File: src/rtl/sqrt_arb_pkg.sv
// Shared helpers for the sqrt LUT arbiter: round-robin grant selection.
package sqrt_arb_pkg;

    localparam int MAX_REQ = 32;

    // One-hot grant of the first eligible lane at or after ptr, searching circularly over n_req lanes.
    function automatic logic [MAX_REQ-1:0] rr_pick(
        input logic [MAX_REQ-1:0] eligible,
        input int unsigned        ptr,
        input int unsigned        n_req
    );
        logic [MAX_REQ-1:0] grant;
        logic               found;
        int unsigned        idx;
        grant = '0;
        found = 1'b0;
        for (int unsigned i = 0; i < MAX_REQ; i++) begin
            idx = (ptr + i) % n_req;
            if (i < n_req && !found && eligible[idx[4:0]]) begin
                grant[idx[4:0]] = 1'b1;
                found           = 1'b1;
            end
        end
        return grant;
    endfunction

endpackage

File: src/rtl/sqrt_arb_tag_fifo.sv
// In-order tag queue: remembers which lane each outstanding sqrt lookup belongs to.
module sqrt_arb_tag_fifo #(
    parameter int DEPTH = 4,
    parameter int W     = 2
) (
    input  logic         clk,
    input  logic         rst,
    input  logic         i_push,
    input  logic [W-1:0] i_tag,
    input  logic         i_pop,
    output logic [W-1:0] o_tag,
    output logic         o_empty,
    output logic         o_full
);
    localparam int W_PTR = $clog2(DEPTH);
    localparam int W_CNT = $clog2(DEPTH + 1);

    logic [W-1:0]     r_mem [DEPTH];
    logic [W_PTR-1:0] r_wr_ptr;
    logic [W_PTR-1:0] r_rd_ptr;
    logic [W_CNT-1:0] r_count;

    // NOTE: storage carries no reset; only pointers and count define which entries are live.
    always_ff @(posedge clk) begin
        if (i_push) begin
            r_mem[r_wr_ptr] <= i_tag;
        end
    end

    always_ff @(posedge clk) begin
        if (rst) begin
            r_wr_ptr <= '0;
            r_rd_ptr <= '0;
            r_count  <= '0;
        end else begin
            if (i_push) begin
                r_wr_ptr <= (r_wr_ptr == W_PTR'(DEPTH - 1)) ? '0 : r_wr_ptr + W_PTR'(1);
            end
            if (i_pop) begin
                r_rd_ptr <= (r_rd_ptr == W_PTR'(DEPTH - 1)) ? '0 : r_rd_ptr + W_PTR'(1);
            end
            case ({i_push, i_pop})
                2'b10:   r_count <= r_count + W_CNT'(1);
                2'b01:   r_count <= r_count - W_CNT'(1);
                default: r_count <= r_count;
            endcase
        end
    end

    // Head is read from the registered array, so a same-cycle push never falls through.
    assign o_tag   = r_mem[r_rd_ptr];
    assign o_empty = (r_count == '0);
    assign o_full  = (r_count == W_CNT'(DEPTH));

endmodule

File: src/rtl/sqrt_lut_arbiter.sv
// Shares one in-order sqrt lookup memory among N_REQ lanes with round-robin grants.
module sqrt_lut_arbiter
    import sqrt_arb_pkg::*;
#(
    parameter int N_REQ  = 4,
    parameter int W_ADDR = 8,
    parameter int W_DATA = 16
) (
    input  logic                      clk,
    input  logic                      rst,
    input  logic [N_REQ-1:0]          req_valid,
    output logic [N_REQ-1:0]          req_ready,
    input  logic [N_REQ*W_ADDR-1:0]   req_addr,
    output logic [N_REQ-1:0]          resp_valid,
    input  logic [N_REQ-1:0]          resp_ready,
    output logic [N_REQ*W_DATA-1:0]   resp_data,
    output logic                      mem_addr_valid,
    input  logic                      mem_addr_ready,
    output logic [W_ADDR-1:0]         mem_addr_data,
    input  logic                      mem_data_valid,
    output logic                      mem_data_ready,
    input  logic [W_DATA-1:0]         mem_data,
    output logic                      protocol_err
);
    localparam int W_TAG = $clog2(N_REQ);

    logic [N_REQ-1:0]        r_busy;
    logic [N_REQ-1:0]        r_resp_valid;
    logic [N_REQ*W_DATA-1:0] r_resp_data;
    logic [W_TAG-1:0]        r_rr_ptr;
    logic                    r_protocol_err;

    logic [N_REQ-1:0]   w_eligible;
    logic [N_REQ-1:0]   w_grant;
    logic [N_REQ-1:0]   w_resp_hs;
    logic [MAX_REQ-1:0] w_elig_ext;
    logic [W_TAG-1:0]   w_grant_idx;
    logic [W_TAG-1:0]   w_tag_head;
    logic [W_ADDR-1:0]  w_addr;
    logic               w_push;
    logic               w_pop;
    logic               w_fifo_empty;
    logic               w_fifo_full;

    assign w_eligible = req_valid & ~r_busy;
    assign w_resp_hs  = r_resp_valid & resp_ready;

    // NOTE: every combinational output gets a default first, so no path can infer a latch.
    always_comb begin
        w_elig_ext              = '0;
        w_elig_ext[N_REQ-1:0]   = w_eligible;
        w_grant                 = N_REQ'(rr_pick(w_elig_ext, 32'(r_rr_ptr), N_REQ));
        w_grant_idx             = '0;
        w_addr                  = '0;
        for (int r = 0; r < N_REQ; r++) begin
            if (w_grant[r]) begin
                w_grant_idx = W_TAG'(r);
                w_addr      = req_addr[r*W_ADDR +: W_ADDR];
            end
        end
    end

    assign mem_addr_valid = |w_eligible;
    assign mem_addr_data  = w_addr;
    assign req_ready      = w_grant & {N_REQ{mem_addr_ready}};
    assign mem_data_ready = 1'b1;
    assign w_push         = mem_addr_valid & mem_addr_ready;
    assign w_pop          = mem_data_valid & ~w_fifo_empty;

    sqrt_arb_tag_fifo #(
        .DEPTH (N_REQ),
        .W     (W_TAG)
    ) u_tag_fifo (
        .clk     (clk),
        .rst     (rst),
        .i_push  (w_push),
        .i_tag   (w_grant_idx),
        .i_pop   (w_pop),
        .o_tag   (w_tag_head),
        .o_empty (w_fifo_empty),
        .o_full  (w_fifo_full)
    );

    // NOTE: all state updates use non-blocking assignments so every register samples pre-edge values.
    always_ff @(posedge clk) begin
        if (rst) begin
            r_busy         <= '0;
            r_rr_ptr       <= '0;
            r_resp_valid   <= '0;
            r_resp_data    <= '0;
            r_protocol_err <= 1'b0;
        end else begin
            // A lane cannot be set and cleared together: set needs ~busy, clear needs a held result.
            r_busy <= (r_busy & ~w_resp_hs) | req_ready;
            if (w_push) begin
                r_rr_ptr <= (w_grant_idx == W_TAG'(N_REQ - 1)) ? '0 : w_grant_idx + W_TAG'(1);
            end
            if (mem_data_valid && w_fifo_empty) begin
                r_protocol_err <= 1'b1;
            end
            for (int r = 0; r < N_REQ; r++) begin
                if (w_resp_hs[r]) begin
                    r_resp_valid[r] <= 1'b0;
                end
                if (w_pop && (w_tag_head == W_TAG'(r))) begin
                    r_resp_valid[r]                 <= 1'b1;
                    r_resp_data[r*W_DATA +: W_DATA] <= mem_data;
                end
            end
        end
    end

    assign resp_valid   = r_resp_valid;
    assign resp_data    = r_resp_data;
    assign protocol_err = r_protocol_err;

    // The busy bits bound outstanding tags to N_REQ, so the queue can never overflow.
    a_tag_fifo_no_overflow: assert property (@(posedge clk) disable iff (rst) !(w_push && w_fifo_full));

endmodule

File: config.mk
export PLATFORM = sky130hd
export DESIGN_NAME = sqrt_lut_arbiter
export DESIGN_NICKNAME = d
export VERILOG_FILES = /design/src/rtl/sqrt_arb_pkg.sv /design/src/rtl/sqrt_arb_tag_fifo.sv /design/src/rtl/sqrt_lut_arbiter.sv
export SDC_FILE = /design/constraint.sdc
export NUM_CORES = 1
export LEC_CHECK = 0
export CAP_MARGIN = 20
export CORE_UTILIZATION = 34
export CTS_BUF_LIST = sky130_fd_sc_hd__clkbuf_16
export DETAILED_ROUTE_END_ITERATION = 10
export DONT_BUFFER_PORTS = 1
export PLACE_DENSITY_LB_ADDON = 0.05
export SLEW_MARGIN = 20
export SYNTH_ARGS = -nofsm -noshare
export SYNTH_HDL_FRONTEND = slang
export SYNTH_SLANG_ARGS = --single-unit
File: constraint.sdc
create_clock -name clk -period 4.7 [get_ports clk]
set_clock_uncertainty 0.2 [all_clocks]
set_input_delay 0.705 -clock clk [delete_from_list [all_inputs] [get_ports clk]]
set_output_delay 0.705 -clock clk [all_outputs]
set_load 0.005 [all_outputs]
==> results.sh, run 1 <==
export IMPL_clock_fmax_mhz=226.2
export IMPL_synthesis_area_um2=4182
export IMPL_clkTransAtPathRegs_ps=60
export IMPL_hp_start="rst"
export IMPL_overflow=0
export IMPL_worst_pin_slew_ps=653.1
export IMPL_layoutNonFillerInstCount=568
export IMPL_cp_slowest_cell="a2111oi_0"
export IMPL_post_place_ws_ps=622.3
export IMPL_crit_chain="inv_2 -> ha_1 -> or3_1 -> a2111oi_0 -> a2111oi_1 -> nand2_1 -> nand4b_4 -> o221ai_1"
export IMPL_synthXorXnorAreaFrac_pct=0.4189
export IMPL_synth_edf_count=8
export IMPL_ir_worst_vdd_uv=217.9
export IMPL_final_common_cell="dfxtp_1"
export IMPL_post_cts_setup_buffer_count=0
export IMPL_ios=143
export IMPL_status="finished, final reports clean"
export IMPL_ys_warnings_count=0
export IMPL_die_w_um=112.9
export IMPL_num_vias=2993
export IMPL_muxShareOfSynthArea_pct=18.28
export IMPL_max_slew_margin_pct=55.33
export IMPL_rsz0062_at_grt="no"
export IMPL_dpl_instance_area_um2=4284
export IMPL_gp_congestion=0.8335
export IMPL_yosysTopAreaCellShare_pct=40.22
export IMPL_grt_pass1_wl_mm=15.18
export IMPL_stdcell_area_um2=4551
export IMPL_final_cell_mix="dfxtp_1, nor2_1, mux2i_1, nand2_1, inv_1"
export IMPL_root_buffer="clkbuf_16"
export IMPL_min_period_ps=4420
export IMPL_synth_area_leaders="dfxtp_1, mux2i_1, nor2_1"
export IMPL_ys_ff_latch=92
export IMPL_synth_seq_area_share_pct=45.96
export IMPL_final_setup_viol_count=0
export IMPL_dp_cells=552
export IMPL_track_usage_pct=15.70
export IMPL_p_leak_uw=0.001799
export IMPL_slowest_delay_ps=610
export IMPL_coreArea_um2=12010
export IMPL_powerDensity_nw_per_um2=625.0
export IMPL_die_area_um2=12750
export IMPL_portBuffers=0
export IMPL_grt_max_degree=83
export IMPL_wirelength_mm=9.849
export IMPL_fin_crit_sh_pct=94.05
export IMPL_r2r_cells=8
export IMPL_hold_path_end="resp_data[16]"
export IMPL_cts_made_buffers=9
export IMPL_setup_tns_final_ps=0
export IMPL_viasPerCell=5.269
export IMPL_cts_sinks=92
export IMPL_yosys_area_top_type="dfxtp_1"
export IMPL_antenna_cells=0
export IMPL_hold_buffers=0
export IMPL_grt_pass1_vias=2944
export IMPL_path_delay_family="simple AND/OR/NAND/NOR gates"
export IMPL_synth_top_family_by_area="multiplexers"
export IMPL_initial_core_util_pct=34.81
export IMPL_ys_types=49
export IMPL_synthSimpleGateAreaFrac_pct=16.01
export IMPL_syn_area_per_cell_um2=9.839
export IMPL_crit_type="reg2out"
export IMPL_power_total_uw=2844
export IMPL_firstDrtPassIters=4
export IMPL_synth_cells=425
export IMPL_critPathBufInv=1
export IMPL_drive_gt1_share_pct=8.789
export IMPL_synth_adder_area_share_pct=4.369
export IMPL_syn_nets=499
export IMPL_synth_flop_cell="dfxtp_1"
export IMPL_antenna_left=0
export IMPL_cts_tree="done"
export IMPL_drc=0
export IMPL_min_path_cells=1
export IMPL_end_kind="primary output"
export IMPL_r2r_end="r_rr_ptr[1]"
export IMPL_r2r_slack_ps=1240
export IMPL_num_rows=40
export IMPL_holdCritPathClass="in2reg"
export IMPL_wl_per_cell_um=17.34
export IMPL_setup_ws_ps=279.7
export IMPL_drt_initial_drc_count=79
export IMPL_crit_arrival_ps=3520
export IMPL_nets=490
export IMPL_cp_required_ps=3800
export IMPL_finalHoldViolations=0
export IMPL_cp_max_fo=13
export IMPL_maxCapViolCount=0
export IMPL_drv_slew=0
export IMPL_timing_rr_start="r_rr_ptr[0]"
export IMPL_syn2layout_area_growth_pct=8.827
export IMPL_antenna_found_initial=0
export IMPL_clkLatencyLatePin_ps=340
export IMPL_cts_resized=0
export IMPL_hpwl_mm=6.844
export IMPL_async_flop_share_pct=0
export IMPL_crit_path_start_kind="flop"
export IMPL_clk_path_buf_depth=2
export IMPL_die_h_um=112.9
export IMPL_htreeDepth=3
export IMPL_synth_compound_area_share_pct=10.20
worst max-delay path by stage:
stage	depth (start not counted)	slack (ps)	to	from
2_1_floorplan	10	1200	mem_addr_data[2]	r_rr_ptr[0]
4_1_cts	8	240	mem_addr_data[0]	r_rr_ptr[0]
5_1_grt	8	20	mem_addr_data[0]	r_rr_ptr[0]
3_3_place_gp	8	640	mem_addr_data[0]	r_rr_ptr[0]
3_5_place_dp	8	620	mem_addr_data[3]	r_rr_ptr[0]
6_report	8	280	mem_addr_data[6]	r_rr_ptr[0]
Yosys cell counts (2+ instances only):
cell / instances
nor3b_1: 2
nand2b_1: 6
a22oi_1: 4
a21boi_0: 9
buf_4: 3
a211o_1: 2
a22o_1: 2
nand4_1: 4
edfxtp_1: 8
nor2b_1: 5
xor2_1: 2
and2_1: 4
a31oi_1: 8
inv_1: 18
buf_1: 2
buf_2: 6
nor3_1: 4
buf_6: 2
ha_1: 13
dfxtp_1: 84
nand2_1: 22
or3_1: 3
nor2_1: 81
clkbuf_1: 11
a21oi_1: 15
nand3_1: 4
mux4_2: 5
and3_1: 6
o221ai_1: 7
mux2i_1: 64
sequential cells by signal, summed over array words and instances, names as in the netlist, named ones only:
| name | count |
|---|---|
| u_tag_fifo.r_count | 3 |
| r_rr_ptr | 2 |
| u_tag_fifo.r_rd_ptr | 2 |
| resp_data | 64 |
| protocol_err | 1 |
| r_busy | 4 |
| resp_valid | 4 |
| u_tag_fifo.r_mem | 8 |
| u_tag_fifo.r_wr_ptr | 2 |
report_power, final:
part / leakage [uW] / switching, uW / total, uW / internal [uW]
registers: 0.000755 / 117 / 1070 / 957
clock network: 0.000137 / 299 / 655 / 356
logic: 0.000907 / 652 / 1120 / 463
total: 0.00180 / 1070 / 2840 / 1780
logic make-up (layout without fill, tap and decap cells):
| kind of cell | count (synthesis) | count (layout) |
|---|---|---|
| simple gates | 146 | 146 |
| flops | 92 | 92 |
| mux | 70 | 70 |
| compound gates | 57 | 57 |
| buf+inv | 43 | 39 |
| fa+ha+maj | 14 | 14 |
| xor+xnor | 2 | 2 |
| other cells | 1 | 1 |
area by class of cell:
| type | count | area (um2) |
|---|---|---|
| Clock buffer | 9 | 225.2 |
| Inverter | 19 | 71.32 |
| Timing Repair Buffer | 4 | 30.03 |
| Sequential cell | 92 | 1922 |
| Fill cell | 1201 | 7461 |
| Tap cell | 147 | 183.9 |
| Multi-Input combinational cell | 290 | 2077 |
| Clock inverter | 7 | 41.29 |
through the flow:
| step | util [%] | hold slack [ps] |
|---|---|---|
| global route | 37.89 | 214.6 |
| finish | 37.89 | 231.8 |
| CTS | 37.89 | 216.3 |
| detailed placement | 35.67 | 281.1 |
| global placement | 35.67 | 269.3 |
| floorplan | - | 254.1 |
metal layers:
layer | vias up | wire length (um) | global-route usage [%] | part of all wire, %
met5 | - | 0 | 0 | 0
met4 | 0 | 294 | 9.035 | 3.0
met3 | 24 | 922 | 5.624 | 9.4
met2 | 125 | 4728 | 26.50 | 48
met1 | 1389 | 3904 | 17.09 | 40
li1 | 1455 | - | - | -
Note: power is estimated with default switching activity, not from simulation.
==> run 2, diff against run 1 <==
--- a/config.mk
+++ b/config.mk
@@ -6,6 +6,7 @@
 export NUM_CORES = 1
 export LEC_CHECK = 0
 export CAP_MARGIN = 20
+export CORE_MARGIN = 2
 export CORE_UTILIZATION = 34
 export CTS_BUF_LIST = sky130_fd_sc_hd__clkbuf_16
 export DETAILED_ROUTE_END_ITERATION = 10
==> run 2 against run 1 <==
Net effect:
- power fell by 0.24%
- hold slack improved by 13 ps
- count of clock-buffer cells in the layout did not move
- sequential share of layout area barely moved
- wire length rose by 2.2%
- core utilization barely moved
- non-clock buffer count did not move
- sequential power barely moved
- maximum frequency rose by 2.6%
- combinational power barely moved
- cell area barely moved
- global-route usage fell by 0.41 points
- critical path type unchanged
==> results.sh, run 2 (synthesis results as in run 1) <==
export IMPL_status="finished, final reports clean"
export IMPL_timing_rr_start="r_rr_ptr[0]"
export IMPL_rsz0062_at_grt="no"
export IMPL_track_usage_pct=15.28
export IMPL_portBuffers=0
export IMPL_clkTransAtPathRegs_ps=60
export IMPL_antenna_left=0
export IMPL_largest_reg_flops=64
export IMPL_final_cell_mix="dfxtp_1, nor2_1, mux2i_1, nand2_1, inv_1"
export IMPL_coreArea_um2=12010
export IMPL_combPwrFrac_pct=39.6
export IMPL_die_area_um2=13200
export IMPL_overflow=0
export IMPL_min_period_ps=4309
export IMPL_maxCapViolCount=0
export IMPL_cp_max_fo=14
export IMPL_clkLatencyLatePin_ps=330
export IMPL_crit_path_start_kind="flop"
export IMPL_r2r_cells=8
export IMPL_grt_pass1_vias=3028
export IMPL_wirelength_mm=10.06
export IMPL_finalHoldViolations=0
export IMPL_drt_initial_drc_count=86
export IMPL_worst_pin_slew_ps=640.9
export IMPL_holdCritPathClass="in2reg"
export IMPL_utilization_pct=37.86
export IMPL_wl_per_cell_um=17.74
export IMPL_clock_fmax_mhz=232.1
export IMPL_r2r_slack_ps=1420
export IMPL_post_cts_setup_buffer_count=0
export IMPL_min_path_cells=1
export IMPL_max_slew_margin_pct=57.01
export IMPL_drive_gt1_share_pct=8.810
export IMPL_setup_tns_final_ps=0
export IMPL_internal_power_uw=1775
export IMPL_num_vias=2977
export IMPL_initial_core_util_pct=34.81
export IMPL_r2r_end="r_rr_ptr[1]"
export IMPL_viasPerCell=5.250
export IMPL_firstDrtPassIters=4
export IMPL_grt_pass1_wl_mm=15.53
export IMPL_clk_path_buf_depth=2
export IMPL_die_h_um=114.9
export IMPL_end_kind="primary output"
export IMPL_ir_worst_vdd_uv=169.2
export IMPL_num_rows=40
export IMPL_cp_required_ps=3800
export IMPL_hp_start="rst"
export IMPL_crit_start="r_rr_ptr[0]"
export IMPL_grt_max_degree=83
export IMPL_clkPwrFrac_pct=22.5
export IMPL_dpl_instance_area_um2=4284
export IMPL_power_total_uw=2838
export IMPL_cts_sinks=92
export IMPL_cts_made_buffers=9
export IMPL_ios=143
export IMPL_antenna_cells=0
export IMPL_hold_path_end="resp_data[42]"
export IMPL_antenna_found_initial=0
export IMPL_switchingPower_uw=1063
export IMPL_nets=490
export IMPL_powerDensity_nw_per_um2=623.9
export IMPL_hpwl_mm=7.115
export IMPL_p_sw_share_pct=37.45
export IMPL_cts_tree="done"
export IMPL_htreeDepth=3
export IMPL_drc=0
export IMPL_final_common_cell="dfxtp_1"
export IMPL_p_leak_uw=0.001798
export IMPL_crit_arrival_ps=3400
export IMPL_drv_slew=0
export IMPL_gp_congestion=0.8479
export IMPL_root_buffer="clkbuf_16"
export IMPL_seq_power_share_pct=37.9
export IMPL_final_setup_viol_count=0
export IMPL_die_w_um=114.9
export IMPL_stdcell_area_um2=4548
export IMPL_syn2layout_area_growth_pct=8.767
export IMPL_crit_type="reg2out"
export IMPL_fin_crit_sh_pct=91.68
## run 2: cell type report
| class | instances | area, um2 |
|---|---|---|
| Clock inverter | 6 | 31.28 |
| Multi-Input combinational cell | 290 | 2085 |
| Inverter | 19 | 71.32 |
| Fill cell | 1206 | 7463 |
| Tap cell | 147 | 183.9 |
| Clock buffer | 9 | 225.2 |
| Timing Repair Buffer | 4 | 30.03 |
| Sequential cell | 92 | 1922 |
## run 2: worst max path at each step
stage	to	slack [ps]	cells past startpoint
2_1_floorplan	mem_addr_data[2]	1200	10
3_3_place_gp	mem_addr_data[1]	610	8
3_5_place_dp	mem_addr_data[1]	560	8
4_1_cts	mem_addr_data[1]	160	8
5_1_grt	mem_addr_data[0]	130	8
6_report	mem_addr_data[0]	390	8
## run 2: worst max-delay path: stages (launching register included)
cell and delay (ps):
dfxtp_1 580, inv_2 160, ha_1 390, mux4_2 390
and2_4 200, a211oi_4 380, and2_2 410, nand4b_4 240
o221ai_1 310
## run 2: power by group through the flow
stage               clock network [uW]  registers, uW  logic, uW
floorplan                            0           1050        963
global placement                     0           1090       1110
detailed placement                   0           1100       1130
CTS                                663           1080       1130
global route                       694           1090       1260
finish                             638           1080       1120
## run 2: metrics by stage
step / cells / setup slack, ps / hold WS, ps
floorplan: 425 / 1199 / 254.1
global placement: 552 / 612.9 / 255.3
detailed placement: 552 / 556.3 / 266.0
CTS: 567 / 156.9 / 225.6
global route: 567 / 131.1 / 226.7
finish: 567 / 391.1 / 244.4
## run 2: repair_timing
item / in CTS / in global routing
setup endpoints to repair: 0 / 9
resized for setup: 0 / 3
hold buffers: 0 / 0
## run 2: layer usage
| layer | track usage, % | wire length (um) |
|---|---|---|
| met1 | 16.83 | 4046 |
| met2 | 26.63 | 4927 |
| met3 | 6.273 | 966 |
| met4 | 5.301 | 119 |
| met5 | 0 | 0 |
